$ cat src/rtl/muldiv_pkg.sv
// Shared CPU package: funct field encodings used by the ALU and the HI/LO
// multiply/divide unit, plus small helpers common to both.
package muldiv_pkg;

   typedef logic [5:0] funct_t;

   localparam funct_t FUNCT_MFHI  = 6'h10;
   localparam funct_t FUNCT_MTHI  = 6'h11;
   localparam funct_t FUNCT_MFLO  = 6'h12;
   localparam funct_t FUNCT_MTLO  = 6'h13;
   localparam funct_t FUNCT_MULT  = 6'h18;
   localparam funct_t FUNCT_MULTU = 6'h19;
   localparam funct_t FUNCT_DIV   = 6'h1A;
   localparam funct_t FUNCT_DIVU  = 6'h1B;

   // Sign fix-up recorded at operation start and applied in the final cycle.
   // For a multiply only neg_lo is meaningful: it negates the whole product.
   typedef struct packed {
      logic is_div;
      logic neg_lo;
      logic neg_hi;
   } fix_ctrl_t;

   function automatic logic [31:0] magnitude(input logic [31:0] x, input logic is_signed);
      return (is_signed && x[31]) ? (~x + 32'd1) : x;
   endfunction

endpackage

$ cat src/rtl/muldiv_if.sv
// CPU-side handshake and result bus of the HI/LO multiply/divide unit.
interface muldiv_if;
   import muldiv_pkg::*;

   logic        start;
   funct_t      fncode;
   logic [31:0] a;
   logic [31:0] b;
   logic [31:0] r;
   logic        busy;
   logic        done;
   logic [31:0] hi;
   logic [31:0] lo;

   modport master (
      output start, fncode, a, b,
      input  r, busy, done, hi, lo
   );

   modport slave (
      input  start, fncode, a, b,
      output r, busy, done, hi, lo
   );

endinterface

$ cat src/rtl/muldiv_iter.sv
// One iteration of the unsigned datapath: a shift-add multiply step or a
// restoring-division step over the {upper, lower} working pair.
module muldiv_iter (
   input  logic        is_div,
   input  logic [31:0] upper,
   input  logic [31:0] lower,
   input  logic [31:0] operand,
   output logic [31:0] upper_next,
   output logic [31:0] lower_next
);

   logic [32:0] sum;
   logic [32:0] shifted;
   logic [31:0] diff;
   logic        fits;

   always_comb begin
      // NOTE: every output of a combinational block gets a value before any
      // branch, so no path can leave it unassigned and infer a latch.
      upper_next = upper;
      lower_next = lower;

      // Multiply: add the multiplicand if the current multiplier bit is set,
      // then shift the 65-bit {carry, upper, lower} right by one.
      sum = {1'b0, upper} + (lower[0] ? {1'b0, operand} : 33'd0);

      // Divide: shift the next dividend bit into the partial remainder and
      // subtract the divisor if it fits. The remainder stays below the
      // divisor, so the 32-bit difference is exact whenever it is used.
      shifted = {upper, lower[31]};
      fits    = (shifted >= {1'b0, operand});
      diff    = shifted[31:0] - operand;

      if (is_div) begin
         upper_next = fits ? diff : shifted[31:0];
         lower_next = {lower[30:0], fits};
      end else begin
         upper_next = sum[32:1];
         lower_next = {sum[0], lower[31:1]};
      end
   end

endmodule

$ cat src/rtl/muldiv_unit.sv
// HI/LO multiply/divide unit: 32-cycle iterative MULT/MULTU/DIV/DIVU, a sign
// fix-up cycle, and single-cycle MTHI/MTLO/MFHI/MFLO access.
module muldiv_unit
   import muldiv_pkg::*;
(
   input  logic     clk,
   input  logic     reset_n,
   muldiv_if.slave  bus
);

   typedef enum logic [1:0] {IDLE, MUL, DIV, FIX} state_t;

   state_t      state_q, state_d;
   logic [4:0]  count_q;
   logic [31:0] upper_q, lower_q, operand_q;
   logic [31:0] upper_next, lower_next;
   fix_ctrl_t   ctrl_q;
   logic [31:0] hi_q, lo_q;
   logic        done_q;

   logic        load_mul, load_div, write_mthi, write_mtlo, finish;
   logic        op_signed;
   logic [63:0] product;
   logic [31:0] fix_hi, fix_lo;

   // ---------------------------------------------------------------- FSM
   always_ff @(posedge clk or negedge reset_n) begin
      // NOTE: clocked state uses non-blocking assignments so every register
      // samples the pre-edge values regardless of statement order.
      if (!reset_n) state_q <= IDLE;
      else          state_q <= state_d;
   end

   always_comb begin
      state_d    = state_q;
      load_mul   = 1'b0;
      load_div   = 1'b0;
      write_mthi = 1'b0;
      write_mtlo = 1'b0;
      finish     = 1'b0;
      case (state_q)
         IDLE: begin
            if (bus.start) begin
               case (bus.fncode)
                  FUNCT_MULT, FUNCT_MULTU: begin load_mul = 1'b1; state_d = MUL; end
                  FUNCT_DIV,  FUNCT_DIVU:  begin load_div = 1'b1; state_d = DIV; end
                  FUNCT_MTHI:              write_mthi = 1'b1;
                  FUNCT_MTLO:              write_mtlo = 1'b1;
                  default: ;
               endcase
            end
         end
         MUL, DIV: begin
            if (count_q == 5'd31) state_d = FIX;
         end
         FIX: begin
            finish  = 1'b1;
            state_d = IDLE;
         end
         default: state_d = IDLE;
      endcase
   end

   // ----------------------------------------------------------- datapath
   assign op_signed = (bus.fncode == FUNCT_MULT) || (bus.fncode == FUNCT_DIV);

   muldiv_iter u_iter (
      .is_div     (ctrl_q.is_div),
      .upper      (upper_q),
      .lower      (lower_q),
      .operand    (operand_q),
      .upper_next (upper_next),
      .lower_next (lower_next)
   );

   always_ff @(posedge clk or negedge reset_n) begin
      // NOTE: the working registers are reset as well, so an operation
      // aborted by reset leaves nothing behind for the next one to see.
      if (!reset_n) begin
         upper_q   <= '0;
         lower_q   <= '0;
         operand_q <= '0;
         count_q   <= '0;
         ctrl_q    <= '0;
      end else if (load_mul || load_div) begin
         upper_q        <= '0;
         lower_q        <= magnitude(bus.a, op_signed);
         operand_q      <= magnitude(bus.b, op_signed);
         count_q        <= '0;
         ctrl_q.is_div  <= load_div;
         if (load_div) begin
            // A zero divisor keeps the all-ones quotient un-negated.
            ctrl_q.neg_lo <= op_signed && (bus.a[31] ^ bus.b[31]) && (bus.b != '0);
            ctrl_q.neg_hi <= op_signed && bus.a[31];
         end else begin
            ctrl_q.neg_lo <= op_signed && (bus.a[31] ^ bus.b[31]);
            ctrl_q.neg_hi <= op_signed && (bus.a[31] ^ bus.b[31]);
         end
      end else if (state_q == MUL || state_q == DIV) begin
         upper_q <= upper_next;
         lower_q <= lower_next;
         count_q <= count_q + 5'd1;
      end
   end

   always_comb begin
      product = {upper_q, lower_q};
      if (ctrl_q.neg_lo) product = 64'd0 - product;
      if (ctrl_q.is_div) begin
         fix_lo = ctrl_q.neg_lo ? (32'd0 - lower_q) : lower_q;
         fix_hi = ctrl_q.neg_hi ? (32'd0 - upper_q) : upper_q;
      end else begin
         fix_lo = product[31:0];
         fix_hi = product[63:32];
      end
   end

   // -------------------------------------------------------- HI/LO, done
   always_ff @(posedge clk or negedge reset_n) begin
      if (!reset_n) begin
         hi_q   <= '0;
         lo_q   <= '0;
         done_q <= 1'b0;
      end else begin
         done_q <= finish;
         if (finish) begin
            hi_q <= fix_hi;
            lo_q <= fix_lo;
         end else begin
            if (write_mthi) hi_q <= bus.a;
            if (write_mtlo) lo_q <= bus.a;
         end
      end
   end

   always_comb begin
      case (bus.fncode)
         FUNCT_MFHI: bus.r = hi_q;
         FUNCT_MFLO: bus.r = lo_q;
         default:    bus.r = '0;
      endcase
   end

   assign bus.busy = (state_q != IDLE);
   assign bus.done = done_q;
   assign bus.hi   = hi_q;
   assign bus.lo   = lo_q;

endmodule

$ cat src/flat_wrapper.sv
// flat-port wrapper written by rule: the top's interface ports become plain ports
module muldiv_unit_flat import muldiv_pkg::*;
  (clk, reset_n, bus_start, bus_fncode, bus_a, bus_b, bus_r, bus_busy, bus_done, bus_hi, bus_lo);
  muldiv_if bus_i ();
  input  logic clk;
  input  logic reset_n;
  input wire logic [$bits(bus_i.start)-1:0] bus_start;
  input wire logic [$bits(bus_i.fncode)-1:0] bus_fncode;
  input wire logic [$bits(bus_i.a)-1:0] bus_a;
  input wire logic [$bits(bus_i.b)-1:0] bus_b;
  output wire logic [$bits(bus_i.r)-1:0] bus_r;
  output wire logic [$bits(bus_i.busy)-1:0] bus_busy;
  output wire logic [$bits(bus_i.done)-1:0] bus_done;
  output wire logic [$bits(bus_i.hi)-1:0] bus_hi;
  output wire logic [$bits(bus_i.lo)-1:0] bus_lo;
  assign bus_i.start = bus_start;
  assign bus_i.fncode = bus_fncode;
  assign bus_i.a = bus_a;
  assign bus_i.b = bus_b;
  assign bus_r = bus_i.r;
  assign bus_busy = bus_i.busy;
  assign bus_done = bus_i.done;
  assign bus_hi = bus_i.hi;
  assign bus_lo = bus_i.lo;
  muldiv_unit u_core (.clk(clk), .reset_n(reset_n), .bus(bus_i));
endmodule
$ cat config.mk
export PLATFORM = sky130hd
export DESIGN_NAME = muldiv_unit_flat
export DESIGN_NICKNAME = d
export VERILOG_FILES = /design/src/rtl/muldiv_pkg.sv /design/src/rtl/muldiv_if.sv /design/src/rtl/muldiv_iter.sv /design/src/rtl/muldiv_unit.sv /design/src/flat_wrapper.sv
export SDC_FILE = /design/constraint.sdc
export NUM_CORES = 1
export LEC_CHECK = 0
export CORE_MARGIN = 2
export CORE_UTILIZATION = 53
export DETAILED_ROUTE_END_ITERATION = 12
export PLACE_DENSITY = 0.79
export SETUP_SLACK_MARGIN = 0.02
export SLEW_MARGIN = 25
export SYNTH_ARGS = -nofsm -noshare
export SYNTH_HDL_FRONTEND = slang
export SYNTH_SLANG_ARGS = --single-unit
$ cat constraint.sdc
create_clock -name clk -period 3.5 [get_ports clk]
set_input_delay 0.7 -clock clk [delete_from_list [all_inputs] [get_ports clk]]
set_output_delay 0.7 -clock clk [all_outputs]
set_load 0.05 [all_outputs]
== Word level (Yosys, flattened, before mapping) ==
Cells that the tools add are included.
Widths: inputs -> output; s select.

* Register bits after elaboration: 171
* Input bits: 73

* Add/subtract/negate cells: 8
* Magnitude comparators: 1
* Equal/unequal tests: 15
* Muxes and demuxes: 40
* Bitwise logic cells: 3
* Reductions and logical operators: 17

{| class="wikitable"
|+ Operator list
! operator !! count
|-
| $mux 32 || 18
|-
| $add 32x1->32 const B || 2
|-
| $mux 64 || 1
|-
| $not 32->32 || 2
|-
| $pmux 32 s2 || 1
|-
| $sub 1x32->32 const A || 2
|-
| $sub 1x64->64 const A || 1
|-
| $eq 6x5->1 const B || 8
|-
| $add 32x33->33 || 1
|-
| $ge 33x32->1 || 1
|-
| $reduce_bool 32->1 || 1
|-
| $sub 32x32->32 || 1
|-
| $mux 1 || 13
|-
| $mux 5 || 2
|-
| $reduce_bool 2->1 || 4
|-
| $mux 2 || 3
|-
| $pmux 2 s3 || 1
|-
| $reduce_or 2->1 || 3
|-
| $add 5x1->5 const B || 1
|-
| $eq 5x5->1 const B || 1
|-
| $eq 2x2->1 const B || 2
|-
| $logic_and 1x1->1 || 4
|-
| $pmux 2 s2 || 1
|-
| $logic_or 1x1->1 || 3
|-
| 7 further kinds || 7
|}

== Logic depth before layout (Yosys ltp) ==
* Depth after elaboration: 7
* Mapped depth: 14
* Mapped depth without buffers: 13

== Modules after synthesis ==
A second synthesis with hierarchy kept.

* Cell total of the unflattened synthesis: 1997
* Area, all modules: 16164.3 um2

{| class="wikitable"
|+ By module, submodules not included
! module !! instances !! cells each !! area an instance (um2) !! sequential area each (um2)
|-
| muldiv_unit || 1 || 1294 || 11448.5 || 4279.1
|-
| muldiv_iter || 1 || 703 || 4715.8 || 0.0
|}

== Worst setup path before layout ==
No wires, ideal clock.

* Kind: register to register
* From: reg u_core.lower_q[0]
* To: reg u_core.upper_q[28]
* Data arrival time: 3.315 ns
* Slack: 0.090 ns
* Cell stages (with the launch flop): 13
* Path buffers: 1
* Clock period less this slack: 3.410 ns
* Cells stage by stage: dfrtp_1 inv_1 clkbuf_1 nor2_1 ha_1 a2111o_1 o21a_1 a2111o_1 a211oi_1 o21ai_0 a311oi_1 xor2_1 o31ai_1

* Cells in the longest elaborated chain, start to end: 5

{| class="wikitable"
|+ Ends and longest elaborated chain
! what !! RTL line !! text
|-
| start, declared || muldiv_unit.sv:15 || <nowiki>logic [31:0] upper_q, lower_q, operand_q;</nowiki>
|-
| start signal, assigned || muldiv_unit.sv:87 || <nowiki>lower_q <= magnitude(bus.a, op_signed);</nowiki>
|-
| start signal, assigned || muldiv_unit.sv:101 || <nowiki>lower_q <= lower_next;</nowiki>
|-
| $mux 32 || muldiv_iter.sv:25 || <nowiki>sum = {1'b0, upper} + (lower[0] ? {1'b0, operand} : 33'd0);</nowiki>
|-
| $add 32x33->33 || muldiv_iter.sv:25 ||
|-
| $mux 32 || muldiv_iter.sv:34 || <nowiki>if (is_div) begin</nowiki>
|-
| $mux 32 || muldiv_unit.sv:99 || <nowiki>end else if (state_q == MUL || state_q == DIV) begin</nowiki>
|-
| $mux 32 || muldiv_unit.sv:85 || <nowiki>end else if (load_mul || load_div) begin</nowiki>
|-
| end signal, assigned || muldiv_unit.sv:100 || <nowiki>upper_q <= upper_next;</nowiki>
|-
| end, declared || muldiv_unit.sv:15 ||
|}

No other way between the ends. The select of a mux whose other input is x is not followed.
A chain may end at the register's enable or synchronous reset.

== Worst setup path in the final report ==
* From: in bus_a[2]
* To: reg u_core.lower_q[30]

* Cells in the longest elaborated chain, start to end: 4

{| class="wikitable"
|+ Ends and longest elaborated chain
! what !! RTL line !! text
|-
| start, declared || flat_wrapper.sv:9 || <nowiki>input wire logic [$bits(bus_i.a)-1:0] bus_a;</nowiki>
|-
| $not 32->32 || muldiv_pkg.sv:25 || <nowiki>return (is_signed && x[31]) ? (~x + 32'd1) : x;</nowiki>
|-
| $add 32x1->32 || muldiv_pkg.sv:25 ||
|-
| $mux 32 || muldiv_pkg.sv:25 ||
|-
| $mux 32 || muldiv_unit.sv:85 ||
|}

No other way between the ends.

==> out/qor.txt <==
Run status: complete, no violations
First-pass GRT wire length: 90900 um
Average wire per standard cell: 22.0 um
Gr ovfl total: 0
Fin crit period: 3.44 ns
Maxcap violations: 0
Post-synth net total: 2159
Core box area: 28800 sq um
Total track usage: 37.7%
Worst slew margin relative to its limit: 25.4%
Mean post-synth cell area: 7.73 sq um
Total power: 21.8 mW
Reg2reg start: u_core.lower_q[22]
Slowest stage cell, crit path: or4_4
H-tree depth: 4
Netlist Area Pre-Place: 15600 sq um
P_leak: 8.46 nW
Tightest Pin Transition: 1.11 ns
Worst-path cell chain: clkdlybuf4s50_1, or4_4, nor2_4, nand4_1, or4_4, or4_4, nand2b_4, o41ai_4, xor2_1, o21ai_1
Die width: 175 um
Worst setup margin: 0.0580 ns
# IOs: 171
Vias: 16900
Achievable frequency: 0.291 GHz
Slew Viols, Final: 0
Top cell type's share of synthesized area: 27.5%
CP Capture Type: flip-flop
Number of synthesized flops with an enable pin: 0
CP most frequent cell: or4_4
Worst EP required: 3.84 ns
Post-DP HPWL: 44500 um
Hold Crit Class: input port to async pin
Height of the die: 175 um
Die footprint: 30700 sq um
Initial Utilization: 54.1%
Fill count: 2328
Clock latency on the worst-skew pair: 0.46 ns
Power Internal: 10.2 mW
Antenna viol nets, final: 0
Worst reg-to-reg setup slack: 0.14 ns
Count of clock tree sinks: 171
Crit path arrival time: 3.78 ns
DR pass1 iterations: 8
Pre-CTS worst setup slack: -0.610 ns
Post-DP Area: 19100 sq um
Clock buffer count from CTS: 17
Top-count cell post-synth: nand2_1
Yosys reg bits: 171
Final instance area: 20000 sq um
GP Congestion: 0.993
Worst ir drop on vdd: 0.656 mV
Fin nets: 2409
Layout Skew: 0.0141 ns
Clock-pin slew on the worst setup and hold paths: 0.07 ns
CP startpoint: bus_a[2]
RSZ-0062 raised after global routing: yes
Clock Power Share: 8.7%
Crit path kind: input port to flip-flop
Final Cycle Share: 98.3%
DRC Markers: 0
Setup violators final: 0
CP peak stage delay: 0.58 ns
Vias per Instance: 6.35
Antenna diode count: 0
Final hold vios: 0
Largest net degree at the start of global routing: 98
Setup crit end: u_core.lower_q[30]
Clock root buffer master: clkbuf_16
Asr flop ratio synth: 100%
Starting DRC count in detailed routing: 1695
Final design utilization: 69.3%
Register share of total power: 18.8%
Synth warnings: 0
Crit Path Max Fanout: 3
Number of port buffers: 170
Comb pwr share: 72.5%
Sw frac: 53.4%
Mapped Cells: 2012
Total wire length: 58600 um
Path depth of the worst reg2reg path: 9
CTS Buffer Depth: 2
P&R area growth vs syn: 28.3%
Vias in the first global route: 16500
Switching power: 11.6 mW
Top cells by count, synth: 243 x nand2_1, 224 x o21ai_0, 184 x nor2_1
Antenna violations before repair: 0
Most used DFF post-synth: dfrtp_1
Sequential share of the synthesized area: 27.5%
Share of cells above drive strength 1: 14.2%
Synth unique cells: 71
Num rows: 62
Largest cells by area after synthesis: dfrtp_1 27%, mux2i_1 7.9%, o21ai_0 7.2%, nand2_1 5.9%, ha_1 5.8%
Synth area leader: dfrtp_1
FF-to-FF End: u_core.bus.hi[24]
Power Density: 1090 nW/um^2
Min Hold Slack: 0.266 ns
Critical path launch point type: input port
CTS tree: done
[cell usage in the layout, fill, tap and decap left out, types with 69 or more instances in the layout]
cell	synthesis	routed
inv_1	70	69
nor2_1	184	181
xor2_1	73	73
xnor2_1	101	100
dfrtp_1	171	170
mux2i_1	123	123
o21ai_0	224	219
clkdlybuf4s50_1	0	131
buf_4	0	184
a21oi_1	131	127
nand2_1	243	241
[power groups by stage]
| stage | clock network, mW | logic, mW | registers, mW |
|---|---|---|---|
| floorplan | 0 | 8.98 | 5.03 |
| global placement | 0 | 15.0 | 4.01 |
| detailed placement | 0 | 15.2 | 4.07 |
| CTS | 1.89 | 15.4 | 4.04 |
| global route | 1.96 | 17.1 | 4.20 |
| finish | 1.89 | 15.8 | 4.10 |
[metal layers]
metal | wire length [um] | up-vias | GRT usage [%]
met1 | 22700 | 8035 | 45.8
met5 | 0 | - | 0
met2 | 27200 | 897 | 62.0
li1 | - | 7737 | -
met4 | 4490 | 0 | 26.7
met3 | 4180 | 208 | 4.85
[worst min-delay path by stage]
stage / start / endpoint / slack, ns / depth (start not counted)
floorplan: reset_n / u_core.bus.done / 0.40 / 0
CTS: reset_n / u_core.bus.hi[20] / 0.29 / 1
detailed placement: u_core.operand_q[19] / u_core.operand_q[19] / 0.47 / 2
global placement: u_core.operand_q[16] / u_core.operand_q[16] / 0.46 / 2
global route: reset_n / u_core.bus.hi[20] / 0.31 / 1
finish: reset_n / u_core.bus.lo[29] / 0.27 / 1
[sequential cells by signal, summed over array words and instances, names as in the netlist]
name and cells:
u_core.bus.hi 32, u_core.bus.lo 32, u_core.lower_q 32, u_core.operand_q 32, u_core.upper_q 32, u_core.count_q 5, u_core.ctrl_q 3, u_core.state_q 2
u_core.bus.done 1
[logic make-up (layout without fill, tap and decap cells)]
group | after synthesis | count (layout) | share of synthesized area, %
and+or+nand+nor | 649 | 649 | 19.2
DFF | 171 | 171 | 27.5
muxes | 126 | 126 | 8.13
adders and majority gates | 74 | 74 | 6.05
AOI/OAI and AO/OA | 614 | 614 | 24.3
buffers and inverters | 204 | 467 | 5.00
xor gates and xnor gates | 174 | 174 | 9.79
[stage by stage]
step | TNS (ns) | std cells
3_5_place_dp | -2.46 | 2623
2_1_floorplan | 0 | 2012
3_3_place_gp | -1.99 | 2623
6_report | 0 | 2659
5_1_grt | -0.0652 | 2659
4_1_cts | -0.0296 | 2655
[area by class of cell]
type / instances / area (sq um) / area share (%)
Inverter: 70 / 263 / 1.32
Timing Repair Buffer: 365 / 3620 / 18.1
Clock inverter: 13 / 124 / 0.621
Clock buffer: 19 / 433 / 2.17
Sequential cell: 171 / 4280 / 21.5
Tap cell: 384 / 480 / 2.41
Multi-Input combinational cell: 1637 / 10800 / 53.9
[critical path, delay by kind of cell]
family / cells / cell delay (ns)
xor+xnor: 1 / 0.17
compound gates: 2 / 0.38
simple gates: 6 / 2.10
buf+inv: 1 / 0.43
[timing repair]
action,CTS,global route
pin swaps,0,15
gates resized for setup,8,47
setup endpoints to repair,11,34
hold buffers,0,0
buffers inserted,0,4
(Power assumes the default switching activity.)
